## src/rtl/am2q_share_compressor.sv

```systemverilog
// am2q_share_compressor
// Receiving end of the masked PRINCE S-box coordinate functions. Nine partial
// shares per coordinate are captured in a glitch-barrier register (stage 1),
// then XOR-compressed three-to-one into three output shares (stage 2).
// Both stages use a valid/ready elastic handshake.
//
// Handshake: a word moves across a boundary on a rising clock edge where
// valid && ready are both high. Valid, once raised, stays high and its data
// stays stable until the word is taken. i_in_ready depends combinationally on
// i_out_ready. While i_rst is high, o_in_ready is held low.
//
// Optional build macro: AM2Q_UNMASK_DEBUG_EN adds o_out_unmasked (the
// recombined value) and a 16-bit output-handshake counter o_dbg_count.
// These are for simulation/verification builds only. Without the macro no
// recombined value exists anywhere in the netlist.
module am2q_share_compressor #(
   parameter int NCOORD = 4,
   parameter int NPART  = 9
) (
   input  logic                    i_clk,
   input  logic                    i_rst,
   input  logic                    i_in_valid,
   output logic                    o_in_ready,
   input  logic [NCOORD*NPART-1:0] i_in_parts,
   output logic                    o_out_valid,
   input  logic                    i_out_ready,
   output logic [NCOORD-1:0]       o_out_share0,
   output logic [NCOORD-1:0]       o_out_share1,
`ifdef AM2Q_UNMASK_DEBUG_EN
   output logic [NCOORD-1:0]       o_out_share2,
   output logic [NCOORD-1:0]       o_out_unmasked,
   output logic [15:0]             o_dbg_count
`else
   output logic [NCOORD-1:0]       o_out_share2
`endif
);

   // Stage 1: raw partials; no logic between the input and this register.
   logic [NCOORD*NPART-1:0] r_p1;
   logic                    r_v1;
   // Stage 2: compressed shares.
   logic [NCOORD-1:0]       r_sh0;
   logic [NCOORD-1:0]       r_sh1;
   logic [NCOORD-1:0]       r_sh2;
   logic                    r_v2;

   logic                    w_s2_accept;
   logic                    w_s1_adv;
   logic                    w_in_ready;
   logic                    w_in_acc;
   logic [NCOORD-1:0]       w_c0;
   logic [NCOORD-1:0]       w_c1;
   logic [NCOORD-1:0]       w_c2;

   // Pipeline handshake: a stage accepts when empty or when it drains this cycle.
   always_comb begin
      w_s2_accept = !r_v2 || i_out_ready;
      w_s1_adv    = r_v1 && w_s2_accept;
      w_in_ready  = !i_rst && (!r_v1 || w_s1_adv);
      w_in_acc    = i_in_valid && w_in_ready;
   end

   // Three-to-one compression, taken only from registered partials.
   always_comb begin
      w_c0 = '0;
      w_c1 = '0;
      w_c2 = '0;
      for (int k = 0; k < NCOORD; k++) begin
         w_c0[k] = r_p1[NPART*k+0] ^ r_p1[NPART*k+1] ^ r_p1[NPART*k+2];
         w_c1[k] = r_p1[NPART*k+3] ^ r_p1[NPART*k+4] ^ r_p1[NPART*k+5];
         w_c2[k] = r_p1[NPART*k+6] ^ r_p1[NPART*k+7] ^ r_p1[NPART*k+8];
      end
   end

   // Stage 1 register: loads partials on an accepted input; data holds otherwise.
   always_ff @(posedge i_clk) begin
      if (i_rst) begin
         r_v1 <= 1'b0;
         r_p1 <= '0;
      end else begin
         r_v1 <= w_in_acc || (r_v1 && !w_s1_adv);
         if (w_in_acc) begin
            r_p1 <= i_in_parts;
         end
      end
   end

   // Stage 2 register: loads compressed shares when stage 1 advances.
   always_ff @(posedge i_clk) begin
      if (i_rst) begin
         r_v2  <= 1'b0;
         r_sh0 <= '0;
         r_sh1 <= '0;
         r_sh2 <= '0;
      end else begin
         r_v2 <= w_s1_adv || (r_v2 && !i_out_ready);
         if (w_s1_adv) begin
            r_sh0 <= w_c0;
            r_sh1 <= w_c1;
            r_sh2 <= w_c2;
         end
      end
   end

   assign o_in_ready   = w_in_ready;
   assign o_out_valid  = r_v2;
   assign o_out_share0 = r_sh0;
   assign o_out_share1 = r_sh1;
   assign o_out_share2 = r_sh2;

`ifdef AM2Q_UNMASK_DEBUG_EN
   logic [15:0] r_dbg_count;

   // Output handshake counter; wraps naturally at 16 bits.
   always_ff @(posedge i_clk) begin
      if (i_rst) begin
         r_dbg_count <= '0;
      end else if (r_v2 && i_out_ready) begin
         r_dbg_count <= r_dbg_count + 16'd1;
      end
   end

   assign o_out_unmasked = r_sh0 ^ r_sh1 ^ r_sh2;
   assign o_dbg_count    = r_dbg_count;
`endif

endmodule

```

## config.mk

```make
export PLATFORM = sky130hd
export DESIGN_NAME = am2q_share_compressor
export DESIGN_NICKNAME = d
export VERILOG_FILES = /design/src/rtl/am2q_share_compressor.sv
export SDC_FILE = /design/constraint.sdc
export NUM_CORES = 1
export LEC_CHECK = 0
export ABC_CLOCK_PERIOD_IN_PS = 2310
export CORE_AREA = 10 10 79 81
export DETAILED_ROUTE_END_ITERATION = 10
export DIE_AREA = 0 0 89 91
export PLACE_DENSITY = 0.8
export SYNTH_ARGS = -nofsm -noshare
export SYNTH_HDL_FRONTEND = slang
export SYNTH_SLANG_ARGS = --single-unit
```

## constraint.sdc

```tcl
create_clock -name i_clk -period 2.31 [get_ports i_clk]
set_clock_uncertainty 0.05 [all_clocks]
set_input_delay 0.462 -clock i_clk [delete_from_list [all_inputs] [get_ports i_clk]]
set_output_delay 0.462 -clock i_clk [all_outputs]
set_load 0.01 [all_outputs]
```

==> results of run 1 <==
metal layers:
layer	vias to the layer above	track usage (%)	wire, um
met5	-	0	0
met4	0	3.183	49
met3	7	5.004	410
met2	42	15.99	1894
met1	661	13.25	1851
li1	695	-	-
cell families after synthesis:
group                  share of synthesized area (%)
flip-flops                                     44.54
AND/OR/NAND/NOR                                13.59
multiplexers                                   23.05
XOR/XNOR                                       9.354
AO/OA/AOI/OAI                                  5.122
buffers and inverters                          4.343
worst max-delay path, delay by kind of cell:
| kind | cells | cell delay, ns |
|---|---|---|
| buffers and inverters | 2 | 0.68 |
| and+or+nand+nor | 2 | 0.67 |
| muxes | 1 | 0.32 |
per-stage QoR:
stage	setup WS [ns]	setup TNS (ns)
after floorplan	0.5651	0
after global placement	0.01172	0
after detailed placement	-0.01147	-0.07284
after CTS	0.04951	0
after global routing	0.2702	0
final	0.2969	0
flip-flops by register name, indices dropped and copies added (netlist names):
name          cells
o_out_share1      4
r_p1             36
o_out_share0      4
o_out_valid       1
o_out_share2      4
r_v1              1
power by group through the flow:
stage	Sequential, mW	Combinational, mW	Clock, mW
floorplan	0.989	0.217	0
global placement	0.990	0.339	0
detailed placement	0.990	0.344	0
CTS	0.971	0.347	0.620
global route	0.980	0.370	0.657
finish	0.970	0.341	0.604
cell type report:
cell class                 instances  area [um^2]
sequential                        50         1001
clock buffer                       5        68.82
fill                             388         1763
multi-input combinational        117         1149
tap                               54        67.56
timing repair buffer              56        568.0
clock inverter                     3        40.04
inverter                           1        3.754
timing repair:
item	4_1_cts	5_1_grt
gates resized for setup	0	1
setup endpoints to repair	0	1
hold endpoints to repair	0	0
synthesized netlist by cell type (2+ instances only):
| cell type | instances | area share [%] |
|---|---|---|
| clkbuf_1 | 6 | 1.0 |
| mux2_2 | 6 | 3.0 |
| buf_12 | 3 | 2.7 |
| xnor2_1 | 12 | 4.7 |
| a21oi_1 | 2 | 0.45 |
| nor2b_1 | 6 | 1.7 |
| o2bb2ai_1 | 12 | 4.7 |
| nor2_1 | 3 | 0.50 |
| xor2_1 | 12 | 4.7 |
| dfxtp_1 | 50 | 45 |
| mux2_4 | 30 | 20 |
| and2b_1 | 30 | 10 |
path summary, 6_finish.rpt:
kind,start,end,cells past startpoint
max reg2reg,r_v1$_SDFF_PP0_,r_p1[27]$_SDFFE_PP0P_,4
min,o_out_share0[1]$_SDFFE_PP0P_,o_out_share0[1]$_SDFFE_PP0P_,1
min reg2reg,o_out_share0[1]$_SDFFE_PP0P_,o_out_share0[1]$_SDFFE_PP0P_,1
max,i_out_ready,r_p1[27]$_SDFFE_PP0P_,5
layout by cell type, fill, tap and decap left out:
cell	instances
and3b_1	1
buf_4	2
bufinv_16	1
o2bb2ai_1	12
inv_1	1
a21oi_1	2
and2b_1	30
nor2_1	3
xnor2_1	12
clkdlybuf4s50_1	52
buf_12	1
clkinv_2	2
mux2_4	30
xor2_1	12
dfxtp_1	50
mux2_2	6
or3b_2	1
dlymetal6s2s_1	1
nand2b_1	1
clkbuf_8	5
nand3b_1	1
nor2b_1	6
==> results.yml, run 1 <==
run_status:
  status: "completed"
synth:
  yosysSeqAreaShare_pct: 44.54
  syn-num-nets: 218
  synth-edff-count: 0
  netlist_instances: 178
  avgSynthCellArea_um2: 12.62
  ys_seq_elements: 50
  netlist_area_mm2: 0.002247
  synthArstFlopShare_pct: 0
  yosysWarnings: 0
  ys_types: 18
  synth_top_flop_cell: "dfxtp_1"
placed_design:
  hpwl_mm: 2.898
  gp_congestion: 0.6733
  place_inst: 278
  io_buffers: 53
  place_area_mm2: 0.002786
drt:
  routed_wl_mm: 4.207
  drt-initial-drc-count: 64
  wire_per_inst_um: 14.71
  drcViolationCount: 0
  ant_nets: 0
  dr.pass1.iters: 4
  vias: 1405
  via_per_inst: 4.913
job:
  cap_violations: 0
cells_and_area:
  drive_gt1_share_pct: 20.69
  num_antenna_cells: 0
  syn_to_final_growth_pct: 28.95
  final_cell_count_no_fill: 286
  stdcell_area_mm2: 0.002898
  finalNetCount: 271
  postLayoutCoreUtil_pct: 62.17
clocking:
  post-cts-setup-buffers: 0
  htreeDepth: 2
  cts_tree: "done"
  clock_sinks: 50
  path_clk_slew_ns: 0.09
  cts_inserted_buffers: 5
  cts_max_path_buffers: 2
  cts-root-buf: "clkbuf_8"
  postCtsHoldBufs: 0
  clock_latency_ns: 0.30
critical_path:
  crit_type: "in -> reg"
  crit_required_ns: 2.45
  crit_chain: "clkdlybuf4s50_1, and3b_1, or3b_2, buf_12, mux2_4"
  crit_slowest_cell: "or3b_2"
  max_stage_delay_ns: 0.48
  cp.arrival_ns: 2.15
  startpoint_type: "input pin"
  crit_path_end_kind: "flip-flop"
  crit_fanout: 36
  ff2ff_setup_slack_ns: 0.57
die:
  fp.coreArea_mm2: 0.004661
  row_count: 25
  die_h_um: 91
  ioPinCount: 54
  die_x_um: 89
  initial_core_util_pct: 48.21
  die_area_mm2: 0.008099
global_route:
  grt_pass1_vias: 1458
  grt_overflow: 0
  grt_max_degree: 41
  grt_pass1_wl_mm: 6.969
  track_usage_pct: 10.67
  antenna_found_initial: 0
timing:
  relSlewSlack_pct: 63.13
  fmax_mhz: 496.8
  hold-worst-slack_ns: 0.4177
  tightest_slew_ns: 0.5514
  setup_viol: 0
  slew_violations: 0
  min_period_over_period_pct: 87.15
  rsz0062_at_grt: "no"
  period_minus_slack_ns: 2.013
  hold_viol: 0
pwr:
  switching_share_pct: 22.72
  ir_worst_vdd_mv: 0.3945
  p_int_mw: 1.480
  pwr-share-seq_pct: 50.7
  totalPowerFinal_mw: 1.915
  p_switching_uw: 435.1
  power_density_mw_per_mm2: 660.7
  p_leak_nw: 1.341
  clkPwrFrac_pct: 31.5
  pwr-share-comb_pct: 17.8
worst_hold_path:
  min_path_type: "reg -> reg"
Note: power is estimated with default switching activity, not from simulation.
==> run 2: changes to the inputs <==
Settings changed: GPL_TIMING_DRIVEN set to 0.
==> results.yml, run 2 (synthesis results as in run 1) <==
cells_and_area:
  largest_reg_flops: 36
  finalNetCount: 277
  layout_commonest_cell: "clkdlybuf4s50_1"
  num_antenna_cells: 0
  fillers: 401
  drive_gt1_share_pct: 18.99
  stdcell_area_mm2: 0.002919
  multi_input_area_mm2: 0.001149
  ff_latch_area_mm2: 0.001001
  syn_to_final_growth_pct: 29.90
  top_register: "r_p1"
  final_cell_mix: "clkdlybuf4s50_1 (51), dfxtp_1 (50), and2b_1 (30), mux2_4 (30)"
critical_path:
  crit_fanout: 10
  ff2ff_path_depth: 5
  r2r_start: "o_out_valid$_SDFF_PP0_"
  crit_required_ns: 2.44
  ff2ff_setup_slack_ns: 0.63
  critical_path_buf_inv_count: 3
  max_stage_delay_ns: 0.47
  r2r-end: "r_p1[15]$_SDFFE_PP0P_"
  crit_chain: "clkdlybuf4s50_1, and3b_1, or3b_1, buf_6, buf_12, mux2_4"
  cp.arrival_ns: 2.11
  startpoint_type: "input pin"
  crit_type: "in -> reg"
  crit_slowest_cell: "clkdlybuf4s50_1"
  crit_path_end_kind: "flip-flop"
  cpLargestDelayFamily: "buffers and inverters"
timing:
  slew_violations: 0
  period_minus_slack_ns: 1.983
  tightest_slew_ns: 0.6184
  relSlewSlack_pct: 58.77
  hold_viol: 0
  fmax_mhz: 504.3
  rsz0062_at_grt: "no"
  tns_ns: 0
  min_period_over_period_pct: 85.84
  setup_viol: 0
clocking:
  postCtsHoldBufs: 0
  cts_tree: "done"
  post-cts-setup-buffers: 0
  cts_inserted_buffers: 5
  clock_latency_ns: 0.29
  clock_sinks: 50
  cts_max_path_buffers: 2
  path_clk_slew_ns: 0.08
  htreeDepth: 2
  cts-root-buf: "clkbuf_8"
die:
  die_h_um: 91
  initial_core_util_pct: 48.21
  die_x_um: 89
  ioPinCount: 54
  die_area_mm2: 0.008099
  row_count: 25
  fp.coreArea_mm2: 0.004661
worst_hold_path:
  whs_path_depth: 1
  min_from: "o_out_share0[2]$_SDFFE_PP0P_"
  min_path_type: "reg -> reg"
  min_to: "o_out_share0[2]$_SDFFE_PP0P_"
drt:
  ant_nets: 0
  drt-initial-drc-count: 29
  vias: 1410
  via_per_inst: 4.845
  routed_wl_mm: 4.132
  dr.pass1.iters: 2
  wire_per_inst_um: 14.20
  drcViolationCount: 0
global_route:
  grt_pass1_vias: 1531
  grt_overflow: 0
  grt_max_degree: 16
  grt_pass1_wl_mm: 6.948
  antenna_found_initial: 0
  track_usage_pct: 10.58
pwr:
  ir_worst_vdd_mv: 0.3414
  p_leak_nw: 1.346
  totalPowerFinal_mw: 1.786
  power_density_mw_per_mm2: 611.7
placed_design:
  hpwl_mm: 3.069
  place_area_mm2: 0.002845
  io_buffers: 53
  gp_congestion: 0.7376
job:
  cap_violations: 0
run_status:
  status: "completed"
run 2: cell types whose count changed in the layout (fill, tap and decap cells not counted):
| cell | previous run | this run |
|---|---|---|
| buf_12 | 1 | 3 |
| buf_4 | 2 | 0 |
| buf_6 | 0 | 1 |
| bufinv_16 | 1 | 0 |
| clkbuf_1 | 0 | 7 |
| clkdlybuf4s50_1 | 52 | 51 |
| clkinv_2 | 2 | 0 |
| dlygate4sd2_1 | 0 | 1 |
| or3b_1 | 0 | 1 |
| or3b_2 | 1 | 0 |
run 2: how the worst max path moves through the flow:
| stage | startpoint | end | cells past startpoint |
|---|---|---|---|
| after detailed placement | i_rst | o_in_ready | 4 |
| after CTS | i_out_ready | o_in_ready | 4 |
| after global routing | i_rst | o_out_share2[1]$_SDFFE_PP0P_ | 5 |
| after global placement | i_rst | o_in_ready | 4 |
| final | i_out_ready | r_p1[15]$_SDFFE_PP0P_ | 6 |
| after floorplan | i_out_ready | r_p1[10]$_SDFFE_PP0P_ | 5 |
run 2: repair_timing:
action,CTS,global route
resized for setup,1,1
endpoints found under the setup margin,1,1
cloned,0,0
run 2: layout make-up:
cell class / instances / share of cell area, %
Tap cell: 54 / 2.315
Inverter: 1 / 0.1286
Clock buffer: 7 / 2.615
Multi-Input combinational cell: 117 / 39.35
Timing Repair Buffer: 53 / 18.22
Buffer: 9 / 3.086
Sequential cell: 50 / 34.29
run 2: report_power, final:
part | internal (mW) | leakage (nW) | switching [mW]
sequential | 0.929 | 0.413 | 0.0400
combinational | 0.238 | 0.895 | 0.112
clock | 0.209 | 0.0383 | 0.257
total | 1.38 | 1.35 | 0.409
run 2: worst reg2reg max path, stage by stage, from the launching register on:
cell and delay (ns):
dfxtp_1 0.33, and3b_1 0.21, or3b_1 0.36, buf_6 0.17, buf_12 0.16, mux2_4 0.29
run 2: routing by layer:
metal / part of all wire [%] / up-vias / GRT usage [%]
li1: - / 712 / -
met1: 48 / 656 / 13.40
met2: 43 / 37 / 15.99
met3: 8.5 / 5 / 4.826
met4: 0.87 / 0 / 2.387
met5: 0 / - / 0
run 2: metrics by stage:
step                std cells  util (%)  hold slack, ns  worst slack [ns]
floorplan                 178         -          0.3980            0.5651
global placement          285     61.05          0.3937           -0.1650
detailed placement        285     61.05          0.3952           -0.1645
CTS                       291     62.58          0.4197           0.01985
global route              291     62.63          0.4318            0.2594
finish                    291     62.63          0.4154            0.3271
==> run 3: changes to the inputs <==
Settings changed: CORE_AREA 10 10 79 81 to 10 10 92 94, CTS_CLUSTER_SIZE set to 8, DIE_AREA 0 0 89 91 to 0 0 102 104, PLACE_DENSITY 0.8 to 0.57.
==> results.yml, run 3 (synthesis results as in run 1) <==
drt:
  wire_per_inst_um: 13.89
  routed_wl_mm: 4.402
  via_per_inst: 4.394
  drt-initial-drc-count: 20
  drcViolationCount: 0
  ant_nets: 0
  vias: 1393
  dr.pass1.iters: 4
placed_design:
  gp_congestion: 0.7108
  io_buffers: 53
  hpwl_mm: 3.258
timing:
  hold_viol: 0
  fmax_mhz: 471.1
  min_period_over_period_pct: 91.89
  rsz0062_at_grt: "no"
  period_minus_slack_ns: 2.123
  slew_violations: 0
  tightest_slew_ns: 0.6147
  hold-worst-slack_ns: 0.4168
  setup_viol: 0
  relSlewSlack_pct: 59.02
die:
  die_x_um: 102
  die_h_um: 104
  ioPinCount: 54
  row_count: 30
  initial_core_util_pct: 33.63
  die_area_mm2: 0.01061
  fp.coreArea_mm2: 0.006681
clocking:
  post-cts-setup-buffers: 0
  cts_tree: "done"
  path_clk_slew_ns: 0.08
  cts_max_path_buffers: 2
  cts_inserted_buffers: 5
  htreeDepth: 2
  clock_latency_ns: 0.29
  clock_sinks: 50
  cts-root-buf: "clkbuf_8"
  postCtsHoldBufs: 0
  cts_resized: 3
cells_and_area:
  largest_reg_flops: 36
  finalNetCount: 278
  drive_gt1_share_pct: 19.83
  syn_to_final_growth_pct: 31.85
  fillers: 655
  multi_input_area_mm2: 0.001149
  num_antenna_cells: 0
  top_register: "r_p1"
  layout_commonest_cell: "clkdlybuf4s50_1"
  final_cell_mix: "clkdlybuf4s50_1 (52), dfxtp_1 (50), and2b_1 (30), mux2_4 (30)"
  ff_latch_area_mm2: 0.001001
global_route:
  antenna_found_initial: 0
  grt_pass1_vias: 1525
  grt_pass1_wl_mm: 7.320
  track_usage_pct: 8.658
  grt_overflow: 0
  grt_max_degree: 14
critical_path:
  startpoint_type: "input pin"
  crit_path_end_kind: "primary output"
  crit_fanout: 10
  max_stage_delay_ns: 0.57
  crit_type: "in -> out"
  crit_required_ns: 1.80
  crit_slowest_cell: "clkdlybuf4s50_1"
  cp.arrival_ns: 1.61
  crit_chain: "clkdlybuf4s50_1, clkbuf_4, nor2_1, dlygate4sd2_1"
run_status:
  status: "completed"
pwr:
  ir_worst_vdd_mv: 0.2409
  p_leak_nw: 1.346
  totalPowerFinal_mw: 1.820
  power_density_mw_per_mm2: 614.4
worst_hold_path:
  min_path_type: "reg -> reg"
job:
  cap_violations: 0
## run 3: cell types whose count changed in the layout (fill, tap and decap cells not counted)
cell             before  now
clkbuf_1              7    5
clkbuf_4              0    1
clkbuf_8              5    6
clkdlybuf4s50_1      51   52
dlymetal6s2s_1        1    0
## run 3: worst paths after layout
path                                  end                         start  slack [ns]  cells past startpoint
max                            o_in_ready                         i_rst        0.19                      4
min          o_out_share1[1]$_SDFFE_PP0P_  o_out_share1[1]$_SDFFE_PP0P_        0.42                      1
max reg2reg         r_p1[13]$_SDFFE_PP0P_               r_v1$_SDFF_PP0_        0.64                      5
min reg2reg  o_out_share1[1]$_SDFFE_PP0P_  o_out_share1[1]$_SDFFE_PP0P_        0.42                      1
## run 3: final cells by class
cell class	instances	share of cell area (%)
clock buffers	6	2.787
well taps	80	3.378
plain buffers	10	3.294
flip-flops and latches	50	33.78
repair buffers	53	17.86
multi-input cells	117	38.77
inverters	1	0.1267
## run 3: worst max-delay path: cells and delay by family
kind | cells | cell delay [ns]
simple gates | 1 | 0.06
buf+inv | 3 | 1.09
## run 3: through the flow
step,setup TNS [ns],setup WS [ns],instances,cell area [um^2],util (%)
CTS,0,0.1543,317,2963,44.34
finish,0,0.1872,317,2963,44.34
floorplan,0,0.5651,178,2247,-
global placement,-0.6380,-0.1908,311,2878,43.07
detailed placement,-0.7310,-0.2144,311,2878,43.07
global route,0,0.1019,317,2963,44.34
## run 3: layer usage
| metal | GRT usage (%) | part of all wire, % | vias to the layer above |
|---|---|---|---|
| li1 | - | - | 710 |
| met1 | 10.68 | 46 | 642 |
| met2 | 12.19 | 44 | 41 |
| met3 | 5.116 | 10 | 0 |
| met4 | 2.722 | 0 | 0 |
| met5 | 0 | 0 | - |
## run 3: where the power goes
part           internal (mW)  switching, mW
Combinational          0.239          0.114
Clock                  0.232          0.268
Sequential             0.929         0.0386
Total                   1.40          0.420
